$ cat config.mk
export PLATFORM = sky130hd
export DESIGN_NAME = capture_ctrl
export DESIGN_NICKNAME = d
export VERILOG_FILES = /design/src/rtl/capture_ctrl.sv
export SDC_FILE = /design/constraint.sdc
export NUM_CORES = 1
export LEC_CHECK = 0
export BUFFER_PORTS_ARGS = -buffer_cell sky130_fd_sc_hd__clkbuf_2
export CORE_ASPECT_RATIO = 0.9
export CORE_MARGIN = 2
export CORE_UTILIZATION = 40
export CTS_BUF_LIST = sky130_fd_sc_hd__clkbuf_16
export DETAILED_ROUTE_END_ITERATION = 10
export MAX_ROUTING_LAYER = met4
export PLACE_DENSITY = 0.58
export SLEW_MARGIN = 20
export SYNTH_ARGS = -nofsm -noshare
export SYNTH_HDL_FRONTEND = slang
export SYNTH_SLANG_ARGS = --single-unit
$ cat constraint.sdc
create_clock -name clk -period 8.9 [get_ports clk]
set_input_delay 0.89 -clock clk [delete_from_list [all_inputs] [get_ports clk]]
set_output_delay 0.89 -clock clk [all_outputs]
set_load 0.05 [all_outputs]
$ cat src/rtl/capture_ctrl.sv
// Capture sequencer for a 512-entry circular trace RAM: decimated pre-trigger fill,
// trigger arming, post-trigger countdown and trace_end reporting.
module capture_ctrl (
  input  logic       clk,
  input  logic       rst_n,
  input  logic       capture_start,
  input  logic       dump_busy,
  input  logic [3:0] decimator,
  input  logic [8:0] trig_pos,
  input  logic       triggered,
  output logic       cap_en,
  output logic       we,
  output logic [8:0] cap_addr,
  output logic [8:0] trace_end,
  output logic       busy,
  output logic       armed,
  output logic       capture_done
);

  typedef enum logic [1:0] {IDLE, PREFILL, ARMED, POST} state_t;

  state_t      state, state_nxt;
  logic [3:0]  dec_q;
  logic [8:0]  tp_q;
  logic [15:0] dcnt;
  logic [15:0] dec_mask;
  logic [8:0]  wptr;
  logic [9:0]  pre_cnt;
  logic [9:0]  pre_target;
  logic [8:0]  post_cnt;
  logic        start_ok;
  logic        post_full;
  logic        strobe;
  logic        finish;

  assign dec_mask   = 16'((17'd1 << dec_q) - 17'd1);
  assign pre_target = 10'd512 - {1'b0, tp_q};
  assign post_full  = (post_cnt == tp_q);
  // The completion cycle itself still counts as busy for a new request.
  assign start_ok   = (state == IDLE) && capture_start && !dump_busy && !capture_done;

  assign busy  = (state != IDLE);
  assign armed = (state == ARMED);
  assign we    = cap_en;

  always_ff @(posedge clk or negedge rst_n) begin
    if (!rst_n) state <= IDLE;
    else        state <= state_nxt;
  end

  always_comb begin
    state_nxt = state;
    finish    = 1'b0;
    // Once all post-trigger strobes are issued, POST only waits for the last write to land.
    strobe    = (dcnt == dec_mask) &&
                ((state == PREFILL) || (state == ARMED) || ((state == POST) && !post_full));
    case (state)
      IDLE:    if (start_ok) state_nxt = PREFILL;
      PREFILL: if (strobe && ((pre_cnt + 10'd1) == pre_target)) state_nxt = ARMED;
      ARMED: begin
        // A strobe in the accepting cycle must still reach the RAM before going idle.
        if (triggered) state_nxt = ((tp_q == 9'd0) && !strobe) ? IDLE : POST;
      end
      POST:    if (post_full) state_nxt = IDLE;
      default: state_nxt = IDLE;
    endcase
    finish = (state != IDLE) && (state_nxt == IDLE);
  end

  always_ff @(posedge clk or negedge rst_n) begin
    if (!rst_n) begin
      cap_en       <= 1'b0;
      cap_addr     <= 9'd0;
      trace_end    <= 9'd0;
      capture_done <= 1'b0;
      dec_q        <= 4'd0;
      tp_q         <= 9'd0;
      dcnt         <= 16'd0;
      wptr         <= 9'd0;
      pre_cnt      <= 10'd0;
      post_cnt     <= 9'd0;
    end else begin
      cap_en       <= strobe;
      capture_done <= finish;
      if (strobe) begin
        cap_addr <= wptr;
        wptr     <= wptr + 9'd1;
        dcnt     <= 16'd0;
      end else if (state != IDLE) begin
        dcnt <= dcnt + 16'd1;
      end
      if (strobe && (state == PREFILL)) pre_cnt  <= pre_cnt + 10'd1;
      if (strobe && (state == POST))    post_cnt <= post_cnt + 9'd1;
      if (finish) trace_end <= wptr - 9'd1;
      if (start_ok) begin
        dec_q    <= decimator;
        tp_q     <= trig_pos;
        wptr     <= 9'd0;
        dcnt     <= 16'd0;
        pre_cnt  <= 10'd0;
        post_cnt <= 9'd0;
      end
    end
  end

endmodule

* After elaboration in Yosys (flattened, before gate mapping)
Cells that the tools add are included.
** Word-level totals
- Output and inout port bits :: 23
- Bits in registers :: 79
- Input port bits :: 18
- Logic and storage cells :: 64
** Operators by class
- $add $sub $neg :: 7
- Reductions and logical operators :: 24
- Shift-type cells :: 1
- Muxes and demuxes :: 15
- Equality and inequality tests :: 6
** Operators with widths (count)
- 16-bit 2-to-1 mux :: 3
- 9-bit 2-to-1 mux :: 4
- 10-bit 2-to-1 mux :: 2
- 9-bit by 1-bit adder with 9-bit output, second input constant :: 2
- 16-bit by 1-bit adder with 16-bit output, second input constant :: 1
- 16-bit equality test :: 1
- 1-bit by 4-bit left shift with 16-bit output, first input constant :: 1
- 16-bit by 1-bit subtractor with 16-bit output, second input constant :: 1
- 10-bit by 1-bit adder with 10-bit output, second input constant :: 1
- 10-bit equality test :: 1
- 1-bit logical AND :: 10
- 2-bit 2-to-1 mux :: 5
- 10-bit by 9-bit subtractor with 10-bit output, first input constant :: 1
- 9-bit equality test :: 1
- 9-bit zero test :: 1
- 9-bit by 1-bit subtractor with 9-bit output, second input constant :: 1
- 2-bit case mux with 4 select lines :: 1
- 2-bit nonzero test :: 4
- 2-bit equality test, second input constant :: 2
- 1-bit zero test :: 4
- 2-bit zero test :: 2
- 3-bit nonzero test :: 1
- 2-bit by 1-bit equality test with 1-bit output, second input constant :: 1
- 1-bit logical OR :: 2

* Depth between registers and ports, before layout
- Depth in word-level cells :: 12
- Depth in mapped cells :: 15
- Mapped depth without buffers :: 12

* Worst setup path after synthesis
Ideal clock, no wire load.
- Path kind :: reg2reg
- Start :: register dec_q[0]
- End :: register trace_end[0]
- Required time :: 8.775 ns
- Period minus slack after synthesis :: 3.635 ns
- Slack :: 5.265 ns
- Arrival time :: 3.511 ns
- Stages on the path, launching flop included :: 13
- Path buffers :: 1
- Setup time :: 0.125 ns
- Cells stage by stage :: dfrtp_1 > buf_6 > or4_4 > ha_1 > or4b_2 > a21oi_1 > a2111oi_0 > nand4b_1 > nor4_4 > o21bai_1 > a211oi_2 > a311oi_4 > mux2_2
** Between the ends
- Cells in the longest elaborated chain, start to end :: 11
- Elaborated cells on any way between the ends :: 13
- Classes of those cells :: add/sub (1); eq/ne (1); shift (1); mux (4); reduce/logical (6)
** RTL lines
- start: declaration :: RTL line 23 : logic [3:0] dec_q;
- start signal: assignment :: RTL line 96 : dec_q <= decimator;
- 1-bit by 4-bit left shift with 16-bit output (*) :: RTL line 36 : assign dec_mask = 16'((17'd1 << dec_q) - 17'd1);
- 16-bit by 1-bit subtractor with 16-bit output (*) :: RTL line 36
- 16-bit equality test (*) :: RTL line 55 : strobe = (dcnt == dec_mask) &&
- 1-bit logical AND (*) :: RTL line 55
- 1-bit zero test :: RTL line 62 : if (triggered) state_nxt = ((tp_q == 9'd0) && !strobe) ? IDLE : POST;
- 1-bit logical AND :: RTL line 62
- 2-bit 2-to-1 mux (2 in a row) :: RTL line 62
- 2-bit case mux with 4 select lines (*) :: RTL line 57 : case (state)
- net state_nxt[1] :: RTL line 22 : state_t state, state_nxt;
- 2-bit zero test (*) :: RTL line 67 : finish = (state != IDLE) && (state_nxt == IDLE);
- 1-bit logical AND (*) :: RTL line 67
- net finish :: RTL line 34 : logic finish;
- end signal: assignment :: RTL line 94 : if (finish) trace_end <= wptr - 9'd1;
- end: declaration :: RTL line 14 : output logic [8:0] trace_end,
Mark *: on every way through the listed nets, which the timed path passes. The rest lies on a longest branch.
A chain may end at the register's enable or synchronous reset.

* Worst setup path in the final report
- Start :: register dec_q[3]
- End :: register trace_end[6]
Same word-level chain as after synthesis.

==> run summary <==
The portion of total power attributed to combinational logic is 0.376. In this run, the number of DRC markers left after iteration 0 of detailed routing was 270. The power per cell area is ~260 mW/mm^2.

The number of pins exceeding their max-slew limit in the final report is 0. The worst setup path is captured at a flop. The share of synthesized flip-flops with an asynchronous set or reset is 1.00.

The mean area per synthesized cell is ~9.4 um^2. Detailed routing inserted a total of 3700 vias. The sink count of the clock tree came out at 79. In this run the static leakage power is roughly 2.4 nW. Setup violations remaining at the end of the flow were counted as 0.

The setup path with the least slack is of type reg -> reg. The synthesized cell area came out at approximately 0.0049 mm^2. The total core area came out at around 0.012 mm^2. The clock latency on the worst-skew pair is ~0.35 ns. The worst-case vdd ir drop came out at between 0.1 and 0.15 mV.

The number of buffers added on ports is 40. The first global-routing pass estimated 17.8 mm of wire. The total setup buffers inserted after CTS is 0. The total routing resource utilization after global routing came out at 0.177. At the pin with the least slew margin, the transition time is about 0.76 ns. The CTS tree is built. The clock edge transition at the registers on the reported setup and hold paths came out at 0.07 ns.

The most numerous cell in the Yosys netlist is sky130_fd_sc_hd__dfrtp_1. The biggest area contributor in the post-synthesis netlist is sky130_fd_sc_hd__dfrtp_1. The tightest hold path in the finished design has a slack of a little over 0.5 ns. The floorplan step defined a die boundary enclosing about 0.013 mm^2. Entering global routing, the biggest net connects 80 pins. Setup repair after global routing left no endpoint under its margin.

The flow ran to the end, and the final reports show no timing, DRC or antenna violations. The overall die width came out at roughly 120 um. Of the total power, registers draw 0.371. After global routing the overflow that remains totals 0. The worst max-slew margin expressed relative to the limit is 0.495. The worst hold path belongs to the class reg -> reg. The synthesis warning total is 0. Of the total power, the share spent switching nets is 0.418.

The share of synthesized area in the top cell type comes to 0.407. At the end of routability-driven placement, the weighted congestion stood at ~0.8. The net count of the finished layout is 570. Dividing the detail-routed wire length by the instance count gives 14.8 um. The die is roughly 110 um tall. The internal portion of the total power is ~0.00083 W. CTS placed an instance of sky130_fd_sc_hd__clkbuf_16 at the clock tree root. The number of max-cap violations came out at 0. The initial core utilization came out at 0.407. The share of cells above drive strength 1 came out at 0.175. The number of antenna violations at the first check in global routing is 0. The number of optimization iterations in the first detailed-route pass came out at 4. The final period demand of the worst path is around 4.6 ns. The worst endpoint data arrival time is approximately 4.8 ns. The total nets after synthesis came out at 546. In the synthesized netlist the dominant register cell turns out to be sky130_fd_sc_hd__dfrtp_1. The count of flip-flops with a built-in enable after synthesis is 0. The post-route DRC violation count came out at 0. The count of nets left with antenna violations after detail routing came out at 0. The routed design has around 10 mm of wire.

The switching power of the nets came out at 0.000594 W. The post-CTS resize count is 0. The startpoint type of the worst setup path is a flop. Dividing the final minimum period by the clock period gives 0.513. In the synthesized netlist, the cells that appear most often are sky130_fd_sc_hd__dfrtp_1 (79), sky130_fd_sc_hd__nor2_1 (69), sky130_fd_sc_hd__nand2_1 (58).

The required time of the critical path is around 9 ns. The repair_antennas step left the layout with diodes totalling 0. The HPWL reported at the end of detailed placement is just over 7 mm. The floorplan has 38 rows.

The I/O pin total came out at 41. The growth of design area from synthesis to finish came out at 11.4%. The number of synthesized register bits is 79. Timing would allow up to ~220 MHz. After synthesis, the cell types taking the most area are sky130_fd_sc_hd__dfrtp_1 (41%), sky130_fd_sc_hd__xor2_1 (7.2%), sky130_fd_sc_hd__xnor2_1 (7.0%).

The number of global-route vias before repair was about 3500. The setup clock skew after layout came out at 0.0121 ns. The final-report hold violation count came out at 0. The number of hold buffers added after CTS is 0.

The ratio of routed vias to standard cells is 5.26. The deepest clock path buffer count came out at 2. The maximum fanout encountered on the critical timing path came out at 25.

The count of different cell masters after synthesis is 67. The CTS buffer count came out at 9. The final sum of negative setup slack is 0 ns. Of the total power, the clock network draws 0.253. The cell count after synthesis is between 500 and 600. In this run the number of H-tree levels came out at 3. The share of the yosys chip area belonging to registers came out at 0.407.
==> metal layers <==
| metal | up-vias | routed length [um] | GRT usage |
|---|---|---|---|
| met5 | - | 0 | - |
| met4 | 0 | 119 | 0.0573 |
| met3 | 9 | 318 | 0.0369 |
| met2 | 50 | 4770 | 0.268 |
| met1 | 1824 | 5190 | 0.238 |
| li1 | 1817 | - | - |
==> final cells by class <==
| class | count | area (um^2) |
|---|---|---|
| clock inverter | 7 | 61.3 |
| clock buffer | 9 | 225 |
| sequential | 79 | 1980 |
| fill | 1183 | 6520 |
| timing repair buffer | 42 | 221 |
| multi-input combinational | 392 | 2670 |
| inverter | 15 | 56.3 |
| tap | 160 | 200 |
==> power by group through the flow <==
stage	Sequential [W]	Clock, W	Combinational [W]
after floorplan	0.000516	0	0.000450
after global placement	0.000529	0	0.000528
after detailed placement	0.000533	0	0.000536
after CTS	0.000527	0.000368	0.000540
after global routing	0.000541	0.000385	0.000590
final	0.000528	0.000359	0.000536
==> worst max-delay path: stages, from the launching register on <==
cell and delay (ns):
sky130_fd_sc_hd__dfrtp_1 0.64, sky130_fd_sc_hd__or4_4 0.65, sky130_fd_sc_hd__ha_1 0.36, sky130_fd_sc_hd__or4b_2 0.70
sky130_fd_sc_hd__a21oi_1 0.20, sky130_fd_sc_hd__a2111oi_0 0.10, sky130_fd_sc_hd__nand4b_1 0.20, sky130_fd_sc_hd__nor4_4 0.07
sky130_fd_sc_hd__buf_4 0.22, sky130_fd_sc_hd__o21bai_1 0.18, sky130_fd_sc_hd__a211oi_2 0.11, sky130_fd_sc_hd__a311oi_4 0.60
sky130_fd_sc_hd__mux2_2 0.41
==> registers in the layout (all words and copies together) (netlist names) <==
register and cells:
wptr 9, capture_done 1, dec_q 4, pre_cnt 10, post_cnt 9, state 2, trace_end 9, cap_addr 9
tp_q 9, dcnt 16, cap_en 1
==> layout by cell type, fill, tap and decap left out, types with 7 or more instances in the layout <==
cell | synthesis | final
sky130_fd_sc_hd__inv_1 | 15 | 15
sky130_fd_sc_hd__ha_1 | 13 | 13
sky130_fd_sc_hd__nand2_1 | 58 | 58
sky130_fd_sc_hd__nor2_1 | 69 | 69
sky130_fd_sc_hd__nand4_1 | 7 | 7
sky130_fd_sc_hd__and3_1 | 9 | 9
sky130_fd_sc_hd__xnor2_1 | 39 | 39
sky130_fd_sc_hd__nor3_1 | 10 | 10
sky130_fd_sc_hd__dfrtp_1 | 79 | 79
sky130_fd_sc_hd__a21oi_1 | 11 | 11
sky130_fd_sc_hd__mux2_2 | 16 | 16
sky130_fd_sc_hd__clkbuf_16 | 0 | 9
sky130_fd_sc_hd__clkbuf_2 | 1 | 39
sky130_fd_sc_hd__mux2i_1 | 7 | 7
sky130_fd_sc_hd__xor2_1 | 40 | 40
sky130_fd_sc_hd__nand3_1 | 22 | 22
sky130_fd_sc_hd__o21ai_0 | 10 | 10
==> stage by stage <==
step	instances	setup WS, ns	area (um^2)	total power [W]	utilization
6_report	704	4.33	5420	0.00142	0.454
5_1_grt	704	4.02	5420	0.00152	0.454
4_1_cts	704	4.34	5410	0.00143	0.453
3_5_place_dp	688	4.37	5120	0.00107	0.429
3_3_place_gp	688	4.45	5120	0.00106	0.429
2_1_floorplan	515	5.26	4860	0.000966	-
==> cells by family (layout without fill, tap and decap cells) <==
group / after synthesis / after routing / share of synthesized area
flops: 79 / 79 / 0.407
simple gates: 220 / 220 / 0.230
fa+ha+maj: 13 / 13 / 0.0335
xor+xnor: 79 / 79 / 0.142
mux: 23 / 23 / 0.0515
buf+inv: 44 / 73 / 0.0453
compound gates: 57 / 57 / 0.0908
==> path summary, 6_finish.rpt <==
path	from	to	slack [ns]	depth (start not counted)
max reg2reg	dec_q[3]$_DFFE_PN0P_	trace_end[6]$_DFFE_PN0P_	4.33	12
max in group asynchronous	rst_n	dcnt[14]$_DFFE_PN0P_	7.79	1
min in group asynchronous	rst_n	tp_q[4]$_DFFE_PN0P_	0.55	1
min	cap_addr[1]$_DFFE_PN0P_	cap_addr[1]$_DFFE_PN0P_	0.51	1
min reg2reg	cap_addr[1]$_DFFE_PN0P_	cap_addr[1]$_DFFE_PN0P_	0.51	1
max	dec_q[3]$_DFFE_PN0P_	trace_end[6]$_DFFE_PN0P_	4.33	12
Note: power is estimated with default switching activity, not from simulation.
